**config.mk**
```make
export PLATFORM = sky130hd
export DESIGN_NAME = regfile_write_scheduler_flat
export DESIGN_NICKNAME = d
export VERILOG_FILES = /design/src/rtl/regfile_write_scheduler_pkg.sv /design/src/rtl/regfile_write_scheduler_if.sv /design/src/rtl/regfile_scoreboard.sv /design/src/rtl/regfile_write_scheduler.sv /design/src/flat_wrapper.sv
export SDC_FILE = /design/constraint.sdc
export NUM_CORES = 1
export LEC_CHECK = 0
export ABC_AREA = 1
export BUFFER_PORTS_ARGS = -buffer_cell sky130_fd_sc_hd__buf_2
export CORE_ASPECT_RATIO = 1.4
export CORE_MARGIN = 3
export CORE_UTILIZATION = 50
export DETAILED_ROUTE_END_ITERATION = 12
export GPL_ROUTABILITY_DRIVEN = 0
export PLACE_DENSITY = 0.86
export SYNTH_ARGS = -nofsm -noshare
export SYNTH_HDL_FRONTEND = slang
export SYNTH_HIERARCHICAL = 1
export SYNTH_SLANG_ARGS = --single-unit
```
**constraint.sdc**
```tcl
create_clock -name clk -period 3.6 [get_ports clk]
set_input_delay 0.18 -clock clk [delete_from_list [all_inputs] [get_ports clk]]
set_output_delay 0.18 -clock clk [all_outputs]
set_load 0.005 [all_outputs]
```
**src/rtl/regfile_write_scheduler_pkg.sv**
```systemverilog
// Shared constants and types for the register-file write scheduler.
package regfile_write_scheduler_pkg;

    localparam int WORD      = 64;
    localparam int ZERO_REG  = 31;
    localparam int REG_IDX_W = 5;
    localparam int NUM_REGS  = 32;

    // Identifies which writeback requester won the last accepted transfer.
    typedef enum logic {
        REQ_ALU = 1'b0,
        REQ_MEM = 1'b1
    } req_e;

endpackage

```
**src/rtl/regfile_write_scheduler_if.sv**
```systemverilog
// Writeback requests, reservation/hazard lookup and register-file write port.
interface regfile_write_scheduler_if #(
    parameter int WIDTH = regfile_write_scheduler_pkg::WORD
);
    import regfile_write_scheduler_pkg::*;

    logic                 alu_valid;
    logic                 alu_ready;
    logic [REG_IDX_W-1:0] alu_reg;
    logic [WIDTH-1:0]     alu_data;

    logic                 mem_valid;
    logic                 mem_ready;
    logic [REG_IDX_W-1:0] mem_reg;
    logic [WIDTH-1:0]     mem_data;

    logic                 reserve_valid;
    logic [REG_IDX_W-1:0] reserve_reg;
    logic [REG_IDX_W-1:0] check_reg1;
    logic [REG_IDX_W-1:0] check_reg2;
    logic                 hazard;

    logic                 reg_write;
    logic [REG_IDX_W-1:0] write_reg;
    logic [WIDTH-1:0]     write_data;
    logic [NUM_REGS-1:0]  pending;

    // Pipeline side: presents requests, reservations and source checks.
    modport master (
        output alu_valid, alu_reg, alu_data,
        output mem_valid, mem_reg, mem_data,
        output reserve_valid, reserve_reg, check_reg1, check_reg2,
        input  alu_ready, mem_ready, hazard,
        input  reg_write, write_reg, write_data, pending
    );

    // Scheduler side.
    modport slave (
        input  alu_valid, alu_reg, alu_data,
        input  mem_valid, mem_reg, mem_data,
        input  reserve_valid, reserve_reg, check_reg1, check_reg2,
        output alu_ready, mem_ready, hazard,
        output reg_write, write_reg, write_data, pending
    );

endinterface

```
**src/rtl/regfile_scoreboard.sv**
```systemverilog
// Pending-write scoreboard: one bit per register, set on issue, cleared after
// the committed write cycle; answers read-after-write hazard queries.
module regfile_scoreboard #(
    parameter int ZERO_REG = regfile_write_scheduler_pkg::ZERO_REG
) (
    input  logic                                              clk,
    input  logic                                              reset,
    input  logic                                              set_valid_i,
    input  logic [regfile_write_scheduler_pkg::REG_IDX_W-1:0] set_reg_i,
    input  logic                                              clr_valid_i,
    input  logic [regfile_write_scheduler_pkg::REG_IDX_W-1:0] clr_reg_i,
    input  logic [regfile_write_scheduler_pkg::REG_IDX_W-1:0] check_reg1_i,
    input  logic [regfile_write_scheduler_pkg::REG_IDX_W-1:0] check_reg2_i,
    output logic [regfile_write_scheduler_pkg::NUM_REGS-1:0]  pending_o,
    output logic                                              hazard_o
);
    import regfile_write_scheduler_pkg::*;

    localparam logic [REG_IDX_W-1:0] ZERO_IDX = REG_IDX_W'(ZERO_REG);

    logic [NUM_REGS-1:0] pending_q;
    logic [NUM_REGS-1:0] pending_d;

    // Next pending vector: clear first so a same-edge set (new producer) wins.
    always_comb begin
        // NOTE: start every combinational output from a default so no path leaves it unassigned (no latch).
        pending_d = pending_q;
        if (clr_valid_i) begin
            pending_d[clr_reg_i] = 1'b0;
        end
        if (set_valid_i && (set_reg_i != ZERO_IDX)) begin
            pending_d[set_reg_i] = 1'b1;
        end
    end

    // Scoreboard state register with synchronous reset.
    always_ff @(posedge clk) begin
        // NOTE: sequential state uses non-blocking (<=) so every flop samples pre-edge values.
        if (reset) begin
            pending_q <= '0;
        end else begin
            pending_q <= pending_d;
        end
    end

    assign pending_o = pending_q;
    assign hazard_o  = ((check_reg1_i != ZERO_IDX) && pending_q[check_reg1_i]) ||
                       ((check_reg2_i != ZERO_IDX) && pending_q[check_reg2_i]);

endmodule

```
**src/rtl/regfile_write_scheduler.sv**
```systemverilog
// Round-robin arbiter sharing the register-file write port between ALU and
// load writeback, with registered write outputs and a pending-write scoreboard.
module regfile_write_scheduler #(
    parameter int WIDTH    = regfile_write_scheduler_pkg::WORD,
    parameter int ZERO_REG = regfile_write_scheduler_pkg::ZERO_REG
) (
    input  logic                      clk,
    input  logic                      reset,
    regfile_write_scheduler_if.slave  bus
);
    import regfile_write_scheduler_pkg::*;

    localparam logic [REG_IDX_W-1:0] ZERO_IDX = REG_IDX_W'(ZERO_REG);

    logic                 grant_alu;
    logic                 grant_mem;
    logic                 xfer;
    logic [REG_IDX_W-1:0] sel_reg;
    logic [WIDTH-1:0]     sel_data;

    req_e                 last_grant_q, last_grant_d;
    logic                 reg_write_q,  reg_write_d;
    logic [REG_IDX_W-1:0] write_reg_q,  write_reg_d;
    logic [WIDTH-1:0]     write_data_q, write_data_d;

    // Grant selection: a lone requester wins; a tie goes to the one not granted last.
    always_comb begin
        grant_alu = 1'b0;
        grant_mem = 1'b0;
        if (!reset) begin
            if (bus.alu_valid && (!bus.mem_valid || (last_grant_q == REQ_MEM))) begin
                grant_alu = 1'b1;
            end else if (bus.mem_valid) begin
                grant_mem = 1'b1;
            end
        end
    end

    assign xfer     = grant_alu || grant_mem;
    assign sel_reg  = grant_mem ? bus.mem_reg  : bus.alu_reg;
    assign sel_data = grant_mem ? bus.mem_data : bus.alu_data;

    // Next state for the round-robin pointer and the write-port registers.
    always_comb begin
        last_grant_d = last_grant_q;
        reg_write_d  = 1'b0;
        write_reg_d  = write_reg_q;
        write_data_d = write_data_q;
        if (xfer) begin
            last_grant_d = grant_mem ? REQ_MEM : REQ_ALU;
            // A write to XZR is accepted but never reaches the register file.
            reg_write_d  = (sel_reg != ZERO_IDX);
            write_reg_d  = sel_reg;
            write_data_d = sel_data;
        end
    end

    // Pointer and write-port registers; reset drops any in-flight write.
    always_ff @(posedge clk) begin
        if (reset) begin
            last_grant_q <= REQ_MEM;
            reg_write_q  <= 1'b0;
            write_reg_q  <= '0;
            write_data_q <= '0;
        end else begin
            last_grant_q <= last_grant_d;
            reg_write_q  <= reg_write_d;
            write_reg_q  <= write_reg_d;
            write_data_q <= write_data_d;
        end
    end

    assign bus.alu_ready  = grant_alu;
    assign bus.mem_ready  = grant_mem;
    assign bus.reg_write  = reg_write_q;
    assign bus.write_reg  = write_reg_q;
    assign bus.write_data = write_data_q;

    // Pending bits clear only after the reg_write cycle has fully elapsed.
    regfile_scoreboard #(
        .ZERO_REG (ZERO_REG)
    ) u_scoreboard (
        .clk          (clk),
        .reset        (reset),
        .set_valid_i  (bus.reserve_valid),
        .set_reg_i    (bus.reserve_reg),
        .clr_valid_i  (reg_write_q),
        .clr_reg_i    (write_reg_q),
        .check_reg1_i (bus.check_reg1),
        .check_reg2_i (bus.check_reg2),
        .pending_o    (bus.pending),
        .hazard_o     (bus.hazard)
    );

endmodule
```
**src/flat_wrapper.sv**
```systemverilog
// flat-port wrapper written by rule: the top's interface ports become plain ports
module regfile_write_scheduler_flat import regfile_write_scheduler_pkg::*;
#(
    parameter int WIDTH    = regfile_write_scheduler_pkg::WORD,
    parameter int ZERO_REG = regfile_write_scheduler_pkg::ZERO_REG
)
  (clk, reset, bus_alu_valid, bus_alu_reg, bus_alu_data, bus_mem_valid, bus_mem_reg, bus_mem_data, bus_reserve_valid, bus_reserve_reg, bus_check_reg1, bus_check_reg2, bus_alu_ready, bus_mem_ready, bus_hazard, bus_reg_write, bus_write_reg, bus_write_data, bus_pending);
  regfile_write_scheduler_if #(.WIDTH(WIDTH)) bus_i ();
  input  logic clk;
  input  logic reset;
  input wire logic [$bits(bus_i.alu_valid)-1:0] bus_alu_valid;
  input wire logic [$bits(bus_i.alu_reg)-1:0] bus_alu_reg;
  input wire logic [$bits(bus_i.alu_data)-1:0] bus_alu_data;
  input wire logic [$bits(bus_i.mem_valid)-1:0] bus_mem_valid;
  input wire logic [$bits(bus_i.mem_reg)-1:0] bus_mem_reg;
  input wire logic [$bits(bus_i.mem_data)-1:0] bus_mem_data;
  input wire logic [$bits(bus_i.reserve_valid)-1:0] bus_reserve_valid;
  input wire logic [$bits(bus_i.reserve_reg)-1:0] bus_reserve_reg;
  input wire logic [$bits(bus_i.check_reg1)-1:0] bus_check_reg1;
  input wire logic [$bits(bus_i.check_reg2)-1:0] bus_check_reg2;
  output wire logic [$bits(bus_i.alu_ready)-1:0] bus_alu_ready;
  output wire logic [$bits(bus_i.mem_ready)-1:0] bus_mem_ready;
  output wire logic [$bits(bus_i.hazard)-1:0] bus_hazard;
  output wire logic [$bits(bus_i.reg_write)-1:0] bus_reg_write;
  output wire logic [$bits(bus_i.write_reg)-1:0] bus_write_reg;
  output wire logic [$bits(bus_i.write_data)-1:0] bus_write_data;
  output wire logic [$bits(bus_i.pending)-1:0] bus_pending;
  assign bus_i.alu_valid = bus_alu_valid;
  assign bus_i.alu_reg = bus_alu_reg;
  assign bus_i.alu_data = bus_alu_data;
  assign bus_i.mem_valid = bus_mem_valid;
  assign bus_i.mem_reg = bus_mem_reg;
  assign bus_i.mem_data = bus_mem_data;
  assign bus_i.reserve_valid = bus_reserve_valid;
  assign bus_i.reserve_reg = bus_reserve_reg;
  assign bus_i.check_reg1 = bus_check_reg1;
  assign bus_i.check_reg2 = bus_check_reg2;
  assign bus_alu_ready = bus_i.alu_ready;
  assign bus_mem_ready = bus_i.mem_ready;
  assign bus_hazard = bus_i.hazard;
  assign bus_reg_write = bus_i.reg_write;
  assign bus_write_reg = bus_i.write_reg;
  assign bus_write_data = bus_i.write_data;
  assign bus_pending = bus_i.pending;
  regfile_write_scheduler #(.WIDTH(WIDTH), .ZERO_REG(ZERO_REG)) u_core (.clk(clk), .reset(reset), .bus(bus_i));
endmodule
```
# After elaboration in Yosys (flattened, before gate mapping)
# Cells that the tools add are included.
# W data, S select, Z words.
# totals
register_bits	103
input_bits	158
elab_cells	48
output_inout_bits	105
# op_classes
eq_ne	4
mux	18
order_cmp	6
n_bitwise	4
reduce_logical	11
# ops
op	n
$mux W32	2
$mux W64	1
$and A32 B32 Y32	1
$not A32 Y32	1
$or A32 B32 Y32	1
$lt A5 B6 Y1 const B	4
$ne A5 B5 Y1 const B	4
$bmux W1 S5	2
$demux W1 S5	2
$ge A5 B1 Y1 const B	2
$mux W1	10
$logic_and A1 B1 Y1	6
$mux W5	1
$logic_or A1 B1 Y1	3
$reduce_or A2 Y1	1
$logic_not A1 Y1	1
$not A1 Y1	1

# Depth between registers and ports, before layout
# Gate-level depths: netlist (run 1).
# logic_depth
word_depth	9
depth_mapped	14
depth_no_buf	12

# Hierarchy
# Netlist (run 1), hierarchy kept.
# by_module_without_submodules
mod	cells_each	n_inst	seq_area_each_um2	area_per_inst_um2
regfile_write_scheduler	536	1	1421.4	3309.4
regfile_scoreboard	367	1	640.6	2152.1

# Least setup slack after synthesis (run 1)
# OpenSTA, ideal clock, no wires.
# synth_path
path_type	register -> register
start	register u_core.last_grant_q
end	register u_core.write_data_q[51] (netlist: u_core/bus.write_data[51])
slack_ps	2346
period_less_slack_ps	1254
required_time_ps	3484
setup_time_ps	116
path_buffers	2
arrival_time_ps	1138
path_stages_with_launch	8
cell_sequence	dfxtp_1 > nand2_1 > nand3_2 > nand2_2 > buf_4 > buf_4 > o21ai_0 > nor2_1
# synth_between
elab_chain_len	5
elab_cells_between_ends	8
cone_classes	mux: 5; reduce/logical: 3
# synth_rtl
element	line_no	source
start, declared	regfile_write_scheduler.sv:21	req_e last_grant_q, last_grant_d;
start signal, assigned	regfile_write_scheduler.sv:66	last_grant_q <= last_grant_d;
$logic_or A1 B1 Y1 *	regfile_write_scheduler.sv:31	if (bus.alu_valid && (!bus.mem_valid || (last_grant_q == REQ_MEM))) begin
$logic_and A1 B1 Y1 *	regfile_write_scheduler.sv:31	
$mux W1	regfile_write_scheduler.sv:31	
$mux W1	regfile_write_scheduler.sv:30	if (!reset) begin
$mux W64 / $logic_or A1 B1 Y1 (equally long branches)	regfile_write_scheduler.sv:41, regfile_write_scheduler.sv:39	
end signal, assigned	regfile_write_scheduler.sv:69	write_data_q <= write_data_d;
end, declared	regfile_write_scheduler.sv:24	logic [WIDTH-1:0] write_data_q, write_data_d;
# Mark *: on every way between the ends. The rest lies on a longest branch, timed or not.
# A chain may end at the register's enable or synchronous reset.

# Final worst setup path (run 1)
# layout_path
start	register u_core.last_grant_q
end	output port bus_mem_ready
# layout_between
elab_chain_len	4
# layout_rtl
element	line_no	source
$logic_or A1 B1 Y1	regfile_write_scheduler.sv:31	
$logic_and A1 B1 Y1	regfile_write_scheduler.sv:31	
$mux W1	regfile_write_scheduler.sv:31	
$mux W1	regfile_write_scheduler.sv:30	
end, declared	flat_wrapper.sv:22	output wire logic [$bits(bus_i.mem_ready)-1:0] bus_mem_ready;
# No other way between the ends.

==> impl_metrics.ini, run 1 <==
[synthesis]
syn-instance-count = 903
synth_most_common_cell = nand2_1
synth_edf_count = 0
ys_top_cells_by_area = dfxtp_1 (38%), nand2_1 (23%), nor2_1 (10%)
synth_flop_cell = dfxtp_1
synthArstFlopShare_pct = 0
synthesis.nets = 1061
synth.avg_cell_area_um2 = 6.048
ys_seq_area_share_pct = 37.75
netlist_area_um2 = 5461
yosysUniqueCellTypes = 23
synth_common_cells = nand2_1 (332), nor2_1 (145), dfxtp_1 (103)
synth_top_area_cell = dfxtp_1
synth_top_area_share_pct = 37.75
ys_ff_latch = 103
yosys_warnings = 6

[power_and_ir_drop]
p_seq_share_pct = 45.5
ir_drop_v = 0.0002814
p_sw_share_pct = 28.72
p_comb_share_pct = 20.2
totalPowerFinal_mw = 2.786
power_leakage_nw = 3.894
clkPwrFrac_pct = 34.4
power.density_nw_per_um2 = 397.0
power.switching_uw = 800.1
intPower_mw = 1.986

[min_path]
holdPathStages = 5
hp-start = bus_mem_data[58]
holdCritPathClass = primary input to register

[setup_path]
crit_fanout = 67
timing.rr.start = u_core/last_grant_q
crit_path_end_kind = output port
r2r_cells = 8
arrival_ps = 2030
critPathRequiredTime_ps = 3420
crit_start = u_core/last_grant_q
cp-start-kind = register
critPathKind = register to output port

[sta]
final-setup-viol-count = 0
fin_crit_ps = 2212
rsz0062_at_grt = false
setup_slack_ps = 1388
tightest_slew_ps = 1080
hold_viol_final = 0
fin_crit_sh_pct = 61.43
final.setup_skew_ps = 8.827
holdWs_ps = 153.0
slew_headroom_pct = 28.02
max_freq_ghz = 0.4522
finalMaxSlewViolations = 0
tns_ps = 0

[finish]
nets = 1291
antennaDiodeCount = 0
areaGrowthSynthToFinish_pct = 28.50
design_area_um2 = 7018
largest_reg_flops = 64
drive_gt1_share_pct = 25.92

[floorplanning]
rows = 44
num_io_pins = 263
core_um2 = 10520
die-area_um2 = 12230
die_x_um = 94.33
start_util_pct = 51.94
die_h_um = 129.7

[outcome]
status = finished, final reports clean

[grt]
overflow = 0
grt_pass1_wl_um = 28390
antenna_found_initial = 0
grt_pass1_vias = 5961
grt_util_all_layers_pct = 29.35
grt_max_degree = 75

[drt]
drc = 0
routedWlPerCell_um = 14.58
num_vias = 6573
routed_wl_um = 18600
dr.pass1.iters = 5
drtIter0Drc = 532
antenna_left = 0
viasPerCell = 5.151

[clocking]
cts_tree = built
worstSkewPairLatency_ps = 340
cts_sinks = 103
clockBufferDepth = 2
cts_resized = 0
cts.reportedPaths.clkPinSlew_ps = 70
cts-root-buf = clkbuf_16
htreeDepth = 3
postCtsSetupRepairBufs = 0
holdBufCountCts = 0
cts_made_buffers = 9

[placement]
place_ws_ps = 1285
io_buffers = 262
post_dp_cell_area_um2 = 6721
dp_hpwl_um = 13700

[run]
maxCapViolCount = 0
layout by cell type, fill, tap and decap left out:
cell	count
o21ai_0	93
nand3_2	2
buf_2	262
nor2_1	145
inv_6	1
a21oi_1	31
a31oi_1	2
nand4_1	3
nand2_2	3
inv_4	1
a21boi_1	1
nor3_2	4
o21ai_1	7
nor3_1	9
buf_4	4
inv_2	3
clkbuf_1	1
clkinv_2	1
o211ai_1	2
nand2_1	332
clkinvlp_4	1
nand3_1	54
clkbuf_16	9
dfxtp_1	103
clkbuf_8	4
inv_1	60
kinds of logic after synthesis:
| logic type | Yosys count | share of synthesized area, % |
|---|---|---|
| buf+inv | 112 | 9.256 |
| simple gates | 552 | 40.34 |
| flops | 103 | 37.75 |
| compound gates | 136 | 12.65 |
final timing paths:
check,to,slack (ps)
worst max-delay path,bus_mem_ready,1390
worst min register to register,u_core/u_scoreboard/pending_o[28],500
worst min-delay path,u_core/bus.write_data[58],150
worst max register to register,u_core/bus.reg_write,1590
routing by layer:
layer	track usage (%)	vias up	wire, um
met4	12.59	0	528
met3	7.143	43	1886
met5	0	-	0
met2	51.96	357	9295
met1	33.31	2879	6890
li1	-	3294	-
worst max-delay path, cell delays in order, from the launching register on:
cell     delay, ps
dfxtp_1        310
nand2_1        170
nand3_2        130
inv_2          790
buf_2          260
power by group through the flow:
stage               clock [mW]  combinational (mW)  sequential [mW]
floorplan                    0               0.305             1.29
global placement             0               0.545             1.29
detailed placement           0               0.556             1.29
CTS                      0.969               0.557             1.27
global route              1.01               0.629             1.27
finish                   0.957               0.562             1.27
layout make-up:
| type | instances | area (um2) |
|---|---|---|
| Multi-Input combinational cell | 688 | 2894 |
| Clock buffer | 14 | 284.0 |
| Fill cell | 1003 | 3497 |
| Tap cell | 138 | 172.7 |
| Clock inverter | 2 | 12.51 |
| Sequential cell | 103 | 2062 |
| Timing Repair Buffer | 266 | 1341 |
| Inverter | 65 | 251.5 |
through the flow:
step / utilization [%] / instances
2_1_floorplan: - / 903
3_3_place_gp: 63.92 / 1260
3_5_place_dp: 63.92 / 1260
4_1_cts: 66.74 / 1276
5_1_grt: 66.74 / 1276
6_report: 66.74 / 1276
No activity file was read; power rests on OpenSTA's default activity.
==> inputs of run 2 (changes only) <==
ABC_AREA = 0   (was 1)
CORE_UTILIZATION = 42   (was 50)
PLACE_DENSITY = 0.78   (was 0.86)
clock period = 1.8 ns   (was 3.6 ns; I/O delays follow)
==> run 2 against run 1 <==
The run now ends with setup timing left. Critical path type unchanged. Highest routed layer is now met5. Sequential share of layout area shrank 2.4 points. Clock power is 120% higher. Critical path depth up 1. Cell count decreased by 20%.
==> impl_metrics.ini, run 2 <==
[min_path]
holdPathStages = 4
hp-start = bus_alu_reg[0]
holdPathEnd = u_core/bus.reg_write
holdCritPathClass = primary input to register

[clocking]
cts-root-buf = clkbuf_16
htreeDepth = 3
cts.reportedPaths.clkPinSlew_ps = 70
cts_tree = built
cts_sinks = 103
clockBufferDepth = 2
cts_made_buffers = 9
worstSkewPairLatency_ps = 340

[synthesis]
synth.avg_cell_area_um2 = 9.389
yosys_warnings = 6
netlist_area_um2 = 5182
ys_top_cells_by_area = dfxtp_1 (40%), a221o_1 (13%), a2111oi_0 (12%)
syn-instance-count = 552
synthArstFlopShare_pct = 0
synth_top_family_by_area = compound AO/OA/AOI/OAI gates
ys_ff_latch = 103
synth_top_area_cell = dfxtp_1
synth-xor-area-share_pct = 0
synth-compound-area-share_pct = 32.81
synth_top_area_share_pct = 39.79
yosys.area_share.adder_pct = 0
yosysUniqueCellTypes = 40
synth_most_common_cell = dfxtp_1
synth_flop_cell = dfxtp_1
synthesis.nets = 710
synth_common_cells = dfxtp_1 (103), a2111oi_0 (69), a221o_1 (69), inv_1 (69), nand2_1 (38)
synthSimpleGateAreaFrac_pct = 9.585
synth_mux_area_share_pct = 6.591
synth_edf_count = 0
ys_seq_area_share_pct = 39.79

[setup_path]
arrival_ps = 2040
critPathRequiredTime_ps = 1710
crit_fanout = 3
critPathKind = register to output port
r2r_end = u_core/bus.write_data[4]
cp-start-kind = register
crit_path_end_kind = output port
r2r_cells = 4
reg2reg_slack_ps = 180
timing.rr.start = u_core/last_grant_q

[power_and_ir_drop]
power.density_nw_per_um2 = 745.2
power_leakage_nw = 3.580
totalPowerFinal_mw = 5.703
ir_drop_v = 0.0004127

[grt]
grt_pass1_wl_um = 30150
grt_pass1_vias = 5824
overflow = 0
antenna_found_initial = 1
grt_max_degree = 55
grt_util_all_layers_pct = 27.68

[drt]
dr.pass1.iters = 5
num_vias = 6024
routedWlPerCell_um = 19.53
drc = 0
viasPerCell = 5.923
antenna_left = 0
drtIter0Drc = 403
routed_wl_um = 19870

[floorplanning]
die_h_um = 137.4
core_um2 = 11940
rows = 47
start_util_pct = 43.41
num_io_pins = 263
die_x_um = 99.88
die-area_um2 = 13730

[sta]
hold_viol_final = 0
final.setup_skew_ps = 5.773
setup_slack_ps = -330.7
rsz0062_at_grt = true
tightest_slew_ps = 1066
fin_crit_sh_pct = 118.4
slew_headroom_pct = 28.76
max_freq_ghz = 0.4693
fin_crit_ps = 2131
finalMaxSlewViolations = 0
final-setup-viol-count = 1

[finish]
antennaDiodeCount = 0
drive_gt1_share_pct = 37.24
layout_common_cells = buf_2 (262), dfxtp_1 (100)
multi_input_area_um2 = 2560
area.sequential_um2 = 2066
areaGrowthSynthToFinish_pct = 47.66
final_common_cell = buf_2
largest_reg_flops = 64
design_area_um2 = 7652
fillers = 982
nets = 1024

[placement]
post_dp_cell_area_um2 = 6630
dp_hpwl_um = 13870
io_buffers = 262

[run]
maxCapViolCount = 0

[outcome]
status = finished with violations
violations = setup timing
==> run 2: changes by cell type after synthesis, sizes merged, moves of 8 or more <==
cell and change:
nand2 -297, nor2 -136, a2111oi +69, a221o +69
o21ai -67, nand3 -50, mux4 +11, clkbuf +9
nor3 -9, mux2i +8, nand3b +8
==> run 2: timing repair <==
| action | 4_1_cts | 5_1_grt |
|---|---|---|
| hold buffers | 69 | 0 |
| gates resized for setup | 4 | 0 |
| setup buffers | 1 | 0 |
| cloned | 0 | 0 |
| setup endpoints to repair | 1 | 1 |
| hold endpoints to repair | 69 | 0 |
| pin swaps | 3 | 2 |
==> run 2: power by group <==
group          internal [mW]  leakage (nW)  total, mW  switching (mW)
combinational          0.559          2.58       1.09           0.530
clock                   1.25         0.149       2.07           0.821
sequential              2.43         0.850       2.54           0.110
total                   4.24          3.58       5.70            1.46
==> run 2: metal layers <==
metal	up-vias	GRT usage, %	wire length (um)
li1	2787	-	-
met1	2772	31.27	7200
met2	387	46.92	9679
met3	76	8.207	2044
met4	2	14.35	928
met5	-	0	13
==> run 2: kinds of logic after synthesis <==
| family | Yosys count |
|---|---|
| buf+inv | 126 |
| mux | 19 |
| simple gates | 92 |
| compound gates | 212 |
| flops | 103 |
==> run 2: worst max path at each step <==
| stage | cells past startpoint | slack (ps) | start | end |
|---|---|---|---|---|
| finish | 5 | -330 | u_core/u_scoreboard/pending_o[23] | bus_hazard |
| global placement | 5 | 20 | u_core/u_scoreboard/pending_o[23] | bus_hazard |
| floorplan | 4 | 150 | u_core/u_scoreboard/pending_o[23] | bus_hazard |
| global route | 5 | -410 | u_core/u_scoreboard/pending_o[23] | bus_hazard |
| detailed placement | 5 | -20 | u_core/u_scoreboard/pending_o[23] | bus_hazard |
| CTS | 5 | -360 | u_core/u_scoreboard/pending_o[23] | bus_hazard |
==> run 2: layout make-up <==
type                    instances  area share (%)
repair buffers                360           29.66
clock inverters                 3          0.8829
multi-input cells             323           33.45
inverters                      69           3.385
well taps                     147           2.404
flip-flops and latches        103           26.99
clock buffers                  12           3.221
==> run 2: worst max-delay path, cell delays in order, from the launching register on <==
cell       delay [ps]
dfxtp_2           330
mux4_4            600
o2111ai_2         180
nand4_1           120
or3_1             350
buf_2             130
==> run 2: through the flow <==
stage          setup slack, ps  std cells  setup TNS, ps  utilization (%)  hold WS [ps]
2_1_floorplan            153.4        552              0                -         159.1
3_3_place_gp             19.91        932              0            55.54         312.6
3_5_place_dp            -17.88        932         -17.88            55.54         316.3
4_1_cts                 -364.0       1017         -364.0            64.10         159.1
5_1_grt                 -407.7       1017         -407.7            64.10         184.3
6_report                -330.7       1017         -330.7            64.10         175.7
